`src/rtl/i2c_pkg.sv`:
```
// Shared types and default constants for the I2C receive-side line conditioning.
// Pure declarations; no logic, no latency, no backpressure.
package i2c_pkg;

  typedef enum logic {
    IDLE = 1'b0,
    BUSY = 1'b1
  } bus_state_t;

  localparam int SYNC_STAGES_DEF    = 2;
  localparam int FILTER_LEN_DEF     = 4;
  localparam int TIMEOUT_CYCLES_DEF = 100000;

endpackage

```
`src/rtl/i2c_glitch_filter.sv`:
```
// Synchronises one asynchronous pad line and accepts a new level only after FILTER_LEN stable samples.
// Latency SYNC_STAGES+FILTER_LEN cycles pad-to-q_filt; free-running, no backpressure.
module i2c_glitch_filter
  import i2c_pkg::*;
#(
  parameter int SYNC_STAGES = SYNC_STAGES_DEF,
  parameter int FILTER_LEN  = FILTER_LEN_DEF
) (
  input  logic clock_in,
  input  logic reset_n,
  input  logic d_in,
  output logic q_filt
);

  localparam int CW = $clog2(FILTER_LEN + 1);
  localparam logic [CW-1:0] CNT_LAST = CW'(FILTER_LEN - 1);

  logic [SYNC_STAGES-1:0] sync_q;
  logic                   synced;
  logic [CW-1:0]          cnt;

  assign synced = sync_q[SYNC_STAGES-1];

  // Lines idle high, so the chain and filtered level come out of reset at 1.
  always_ff @(posedge clock_in or negedge reset_n) begin
    if (!reset_n) begin
      sync_q <= '1;
      q_filt <= 1'b1;
      cnt    <= '0;
    end else begin
      sync_q <= {sync_q[SYNC_STAGES-2:0], d_in};
      if (synced == q_filt) begin
        cnt <= '0;
      end else if (cnt == CNT_LAST) begin
        q_filt <= synced;
        cnt    <= '0;
      end else begin
        cnt <= cnt + 1'b1;
      end
    end
  end

endmodule

```
`src/rtl/i2c_line_conditioner.sv`:
```
// Conditions raw SCL/SDA pads into filtered levels, edge/bit/START/STOP strobes, bus-busy and stuck-SCL flags.
// Strobes 1 cycle after the filtered change (SYNC_STAGES+FILTER_LEN+1 from pad); no backpressure.
module i2c_line_conditioner
  import i2c_pkg::*;
#(
  parameter int SYNC_STAGES    = SYNC_STAGES_DEF,
  parameter int FILTER_LEN     = FILTER_LEN_DEF,
  parameter int TIMEOUT_CYCLES = TIMEOUT_CYCLES_DEF
) (
  input  logic clock_in,
  input  logic reset_n,
  input  logic scl_in,
  input  logic sda_in,
  output logic scl_filt,
  output logic sda_filt,
  output logic scl_rise,
  output logic scl_fall,
  output logic bit_valid,
  output logic bit_value,
  output logic start_det,
  output logic stop_det,
  output logic bus_busy,
  output logic scl_stuck_low
);

  localparam int TW = $clog2(TIMEOUT_CYCLES + 1);
  localparam logic [TW-1:0] STUCK_MAX = TW'(TIMEOUT_CYCLES);

  logic          scl_q;
  logic          sda_q;
  logic [TW-1:0] stuck_cnt;
  logic          stuck_q;
  logic          stuck_rise;
  bus_state_t    state;
  bus_state_t    state_nxt;

  i2c_glitch_filter #(
    .SYNC_STAGES (SYNC_STAGES),
    .FILTER_LEN  (FILTER_LEN)
  ) u_scl_filter (
    .clock_in (clock_in),
    .reset_n  (reset_n),
    .d_in     (scl_in),
    .q_filt   (scl_filt)
  );

  i2c_glitch_filter #(
    .SYNC_STAGES (SYNC_STAGES),
    .FILTER_LEN  (FILTER_LEN)
  ) u_sda_filter (
    .clock_in (clock_in),
    .reset_n  (reset_n),
    .d_in     (sda_in),
    .q_filt   (sda_filt)
  );

  assign scl_stuck_low = (stuck_cnt == STUCK_MAX);
  assign stuck_rise    = scl_stuck_low & ~stuck_q;
  assign bus_busy      = (state == BUSY);

  // Delayed copies reset to 1 so leaving reset on an idle bus produces no edges.
  always_ff @(posedge clock_in or negedge reset_n) begin
    if (!reset_n) begin
      scl_q     <= 1'b1;
      sda_q     <= 1'b1;
      scl_rise  <= 1'b0;
      scl_fall  <= 1'b0;
      bit_valid <= 1'b0;
      bit_value <= 1'b0;
      start_det <= 1'b0;
      stop_det  <= 1'b0;
    end else begin
      scl_q     <= scl_filt;
      sda_q     <= sda_filt;
      scl_rise  <= scl_filt & ~scl_q;
      scl_fall  <= ~scl_filt & scl_q;
      bit_valid <= scl_filt & ~scl_q;
      if (scl_filt && !scl_q) begin
        bit_value <= sda_filt;
      end
      // SCL must be high on both sides of the SDA edge; a shared-cycle change is data, not a condition.
      start_det <= sda_q & ~sda_filt & scl_q & scl_filt;
      stop_det  <= ~sda_q & sda_filt & scl_q & scl_filt;
    end
  end

  always_ff @(posedge clock_in or negedge reset_n) begin
    if (!reset_n) begin
      stuck_cnt <= '0;
      stuck_q   <= 1'b0;
    end else begin
      stuck_q <= scl_stuck_low;
      if (scl_filt) begin
        stuck_cnt <= '0;
      end else if (stuck_cnt != STUCK_MAX) begin
        stuck_cnt <= stuck_cnt + 1'b1;
      end
    end
  end

  always_ff @(posedge clock_in or negedge reset_n) begin
    if (!reset_n) begin
      state <= IDLE;
    end else begin
      state <= state_nxt;
    end
  end

  always_comb begin
    state_nxt = state;
    case (state)
      IDLE: begin
        if (start_det) begin
          state_nxt = BUSY;
        end
      end
      BUSY: begin
        if (stop_det || stuck_rise) begin
          state_nxt = IDLE;
        end
      end
      default: state_nxt = IDLE;
    endcase
  end

endmodule

```
`config.mk`:
```
export PLATFORM = sky130hd
export DESIGN_NAME = i2c_line_conditioner
export DESIGN_NICKNAME = d
export VERILOG_FILES = /design/src/rtl/i2c_pkg.sv /design/src/rtl/i2c_glitch_filter.sv /design/src/rtl/i2c_line_conditioner.sv
export SDC_FILE = /design/constraint.sdc
export NUM_CORES = 1
export LEC_CHECK = 0
export BUFFER_PORTS_ARGS = -buffer_cell sky130_fd_sc_hd__buf_2
export CORE_AREA = 2 2 68 51
export DETAILED_ROUTE_END_ITERATION = 12
export DIE_AREA = 0 0 70 53
export GPL_ROUTABILITY_DRIVEN = 0
export PLACE_DENSITY = 0.75
export SLEW_MARGIN = 20
export SYNTH_ARGS = -nofsm -noshare
export SYNTH_HDL_FRONTEND = slang
export SYNTH_SLANG_ARGS = --single-unit
export TNS_END_PERCENT = 100
```
`constraint.sdc`:
```
create_clock -name clock_in -period 2.25 [get_ports clock_in]
set_input_delay 0.45 -clock clock_in [delete_from_list [all_inputs] [get_ports clock_in]]
set_output_delay 0.45 -clock clock_in [all_outputs]
set_load 0.02 [all_outputs]
```
==> reports/metrics.sh <==
SYN-NUM-NETS=157
FMAX_GHz=0.455
COUNT_OF_ANTENNA_VIOLATING_NETS_LEFT_AFTER_DETAILED_ROUTING=0
REQUIRED_NS=1.80
BIGGEST_AREA_CONSUMER_AMONG_SYNTHESIZED_CELLS='dfrtp_1'
GRT_SETUP_UNREPAIRED='true'
TIMING.CRITICAL_PATH.SLOWEST_CELL_DELAY_NS=0.57
NNETSFINAL=179
POST_SYNTH_XOR_AREA_FRACTION_PCT=2.06
TOTAL_NEGATIVE_SLACK_FOR_SETUP_CHECKS_NS=0
BOUNDARYPINS=14
LAYOUT_WORST_PATH_CYCLE_SHARE_PCT=97.7
MOSTFREQUENTLAYOUTCELL='dfrtp_1'
FINAL-SETUP-VIOL-COUNT=0
MAIN_COMBINATIONAL_CELL_FAMILY_BY_AREA_AFTER_SYNTHESIS='simple AND/OR/NAND/NOR gates'
HOLD-WORST-SLACK_NS=0.249
PLACE.PORT_BUFFERS=13
COUNT_OF_PLACED_STANDARD_CELLS_IN_THE_FINAL_LAYOUT_FILLERS_LEFT_OUT=210
YS_TOP_CELLS_BY_AREA='dfrtp_1, dfstp_2, mux2_1'
ANTENNA_VIOLATIONS_BEFORE_REPAIR=0
YOSYS.AREA_SHARE.ADDER_PCT=2.95
SYNTH.AVG_CELL_AREA_UM2=11.4
YOSYS_WARN_COUNT=0
ARRIVAL_NS=1.75
WORST_CLOCK_SKEW_NS=0.0116
CTSHOLDBUFFERS=0
SYN2LAYOUT_AREA_GROWTH_PCT=13.8
CELL_VARIETY_AFTER_SYNTH=33
RUN_STATUS='completed'
VIAS=1233
SYNTH.FF_LATCH_COUNT=38
YOSYSSEQAREASHARE_PCT=56.6
POST_ROUTE_CELLS_DRIVE_ABOVE_1_SHARE_PCT=23.8
CTS_MAX_LEVEL=2
1ST_PASS_ROUTER_ITERATIONS=4
GRT_USAGE_PCT=20.3
ENDPOINT_KIND='output port'
SYNTH.CELL_AREA_UM2=1700
MAX-CAP-VIOLATIONS=0
POWER_PER_CELL_AREA_nW_PER_UM2=1020
ROUTE.DETAILED.WL_PER_INST_UM=15.3
CRIT_TYPE='reg2out'
FP.DIEAREA_UM2=3710
GRT_START_MAX_NET_PINS=39
CP_CELL_SEQUENCE='or4b_4 -> nor4_4 -> buf_4'
DRC=0
DRT-TOTAL-WL_UM=3220
CLKTRANSATPATHREGS_NS=0.08
SYNTH_CELLS=149
INSERTEDDIODECOUNT=0
MUXSHAREOFSYNTHAREA_PCT=6.55
GRT_PASS1_WL_UM=5670
FINAL_UTIL_PCT=64.0
DIE_H_UM=53
ROW_COUNT=17
INITIALDRTVIOLATIONCOUNT=122
GRT_PASS1_VIAS=1211
NFILLCELLS=252
WORSTSETUPSTARTPOINTTYPE='register'
CTS-ROOT-TO-SINK-BUFFERS=2
FINAL_MAX_SLEW_VIOL_COUNT=0
IR_DROP_mV=0.628
DIE-WIDTH_UM=70
SYNTH-COMPOUND-AREA-SHARE_PCT=5.89
CORE_AREA_UM2=3020
DPL.CELL_COUNT=198
MIN_PATH_TYPE='in2async'
POWER_LEAKAGE_nW=0.843
YOSYS.AREA_SHARE.SIMPLE_PCT=23.6
DP_HPWL_UM=2210
WORST_PATH_DOMINANT_CELL_FAMILY='simple AND/OR/NAND/NOR gates'
POWER.TOTAL_mW=1.96
TIMING.MAX_SLEW.REL_SLACK_PCT=44.9
FLOORPLAN.INITIALDENSITY_PCT=56.3
FINAL_HOLD_VIOL_COUNT=0
CTS_ROOT_BUF='clkbuf_8'
FIN_CRIT_NS=2.20
CLOCK-SINKS=38
CRIT_PATH_TOP_DELAY_CELL='or4b_4'
TIMING.CRITICAL_PATH.FANOUT_MAX=4
CRITICAL_PATH.N_BUFFERS_INVERTERS=1
TRITONCTS='done'
CLOCK_INSERTION_DELAY_WORST_SKEW_NS=0.29
ROUTE.DETAILED.VIAS_PER_INST=5.87
SYNTH_LARGEST_TYPE_AREA_FRACTION_PCT=44.2
LAYOUT_COMMON_CELLS='dfrtp_1, buf_2, nor2_1'
R2R_SLACK_NS=0.40
TRITONCTS.NUM_BUFFERS=5
GRT.OVERFLOW.TOTAL=0
WORST_PIN_SLEW_NS=0.827
cell usage after synthesis, drive strengths merged:
cell type,number
a21oi,7
a31oi,1
buf,2
clkbuf,3
dfrtp,30
dfstp,8
ha,4
inv,5
mux2,9
mux2i,1
nand2,8
nand2b,2
nand3,7
nand4,3
nand4b,1
nor2,11
nor2b,9
nor3,2
nor3b,6
nor4,7
o21ai,4
o2bb2ai,1
o31ai,4
or3,3
or4,4
or4b,2
or4bb,1
xnor2,2
xor2,2
state kept, by name, summed over array words and instances, names as in the netlist:
name                 count
stuck_cnt               17
u_scl_filter.cnt         3
u_sda_filter.cnt         3
u_scl_filter.sync_q      2
u_sda_filter.sync_q      2
bit_valid                1
bit_value                1
bus_busy                 1
scl_fall                 1
scl_q                    1
sda_q                    1
start_det                1
stop_det                 1
stuck_q                  1
u_scl_filter.q_filt      1
u_sda_filter.q_filt      1
area by class of cell:
class	count	area (um^2)	area share (%)
Sequential cell	38	965	49.9
Inverter	5	18.8	0.970
Multi-Input combinational cell	101	701	36.2
Timing Repair Buffer	20	120	6.21
Clock inverter	2	10.0	0.517
Clock buffer	6	72.6	3.75
Tap cell	38	47.5	2.46
logic make-up after synthesis:
logic type                 count (synthesis)
AOI/OAI and AO/OA                         17
and+or+nand+nor                           66
buffers and inverters                     10
adders and majority gates                  4
xor gates and xnor gates                   4
DFF                                       38
muxes                                     10
metrics by stage:
step	setup WS, ns	cell area (um^2)
final	0.0506	1930
after global routing	-0.0282	1930
after CTS	0.00512	1900
after detailed placement	0.305	1810
after global placement	0.325	1810
after floorplan	0.312	1700
worst paths after layout:
path | from | end | cells after the start
max | stuck_cnt[11] | scl_stuck_low | 3
min | reset_n | stop_det | 1
max reg2reg | stuck_cnt[1] | stuck_cnt[14] | 4
min reg2reg | u_sda_filter.sync_q[0] | u_sda_filter.sync_q[1] | 0
max in group asynchronous | reset_n | stuck_cnt[12] | 1
min in group clock_in | sda_in | u_sda_filter.sync_q[0] | 1
metal layers:
layer	vias up	part of all wire, %	track usage, %
met3	5	4.5	4.57
met5	-	0	0
met4	0	1.7	10.6
met1	625	46	27.1
met2	30	48	31.4
li1	573	-	-
where the power goes:
group | leakage [nW] | switching, mW | total [mW] | internal (mW)
Sequential | 0.483 | 0.157 | 1.01 | 0.850
Clock | 0.0450 | 0.233 | 0.448 | 0.215
Combinational | 0.315 | 0.295 | 0.509 | 0.214
what timing repair did:
| action | in CTS | in global routing |
|---|---|---|
| pin swaps | 0 | 1 |
| resized for setup | 1 | 4 |
| setup buffers | 0 | 4 |
| endpoints found under the setup margin | 1 | 1 |
| gates cloned | 0 | 0 |
Power figures use the tool's default switching activity.
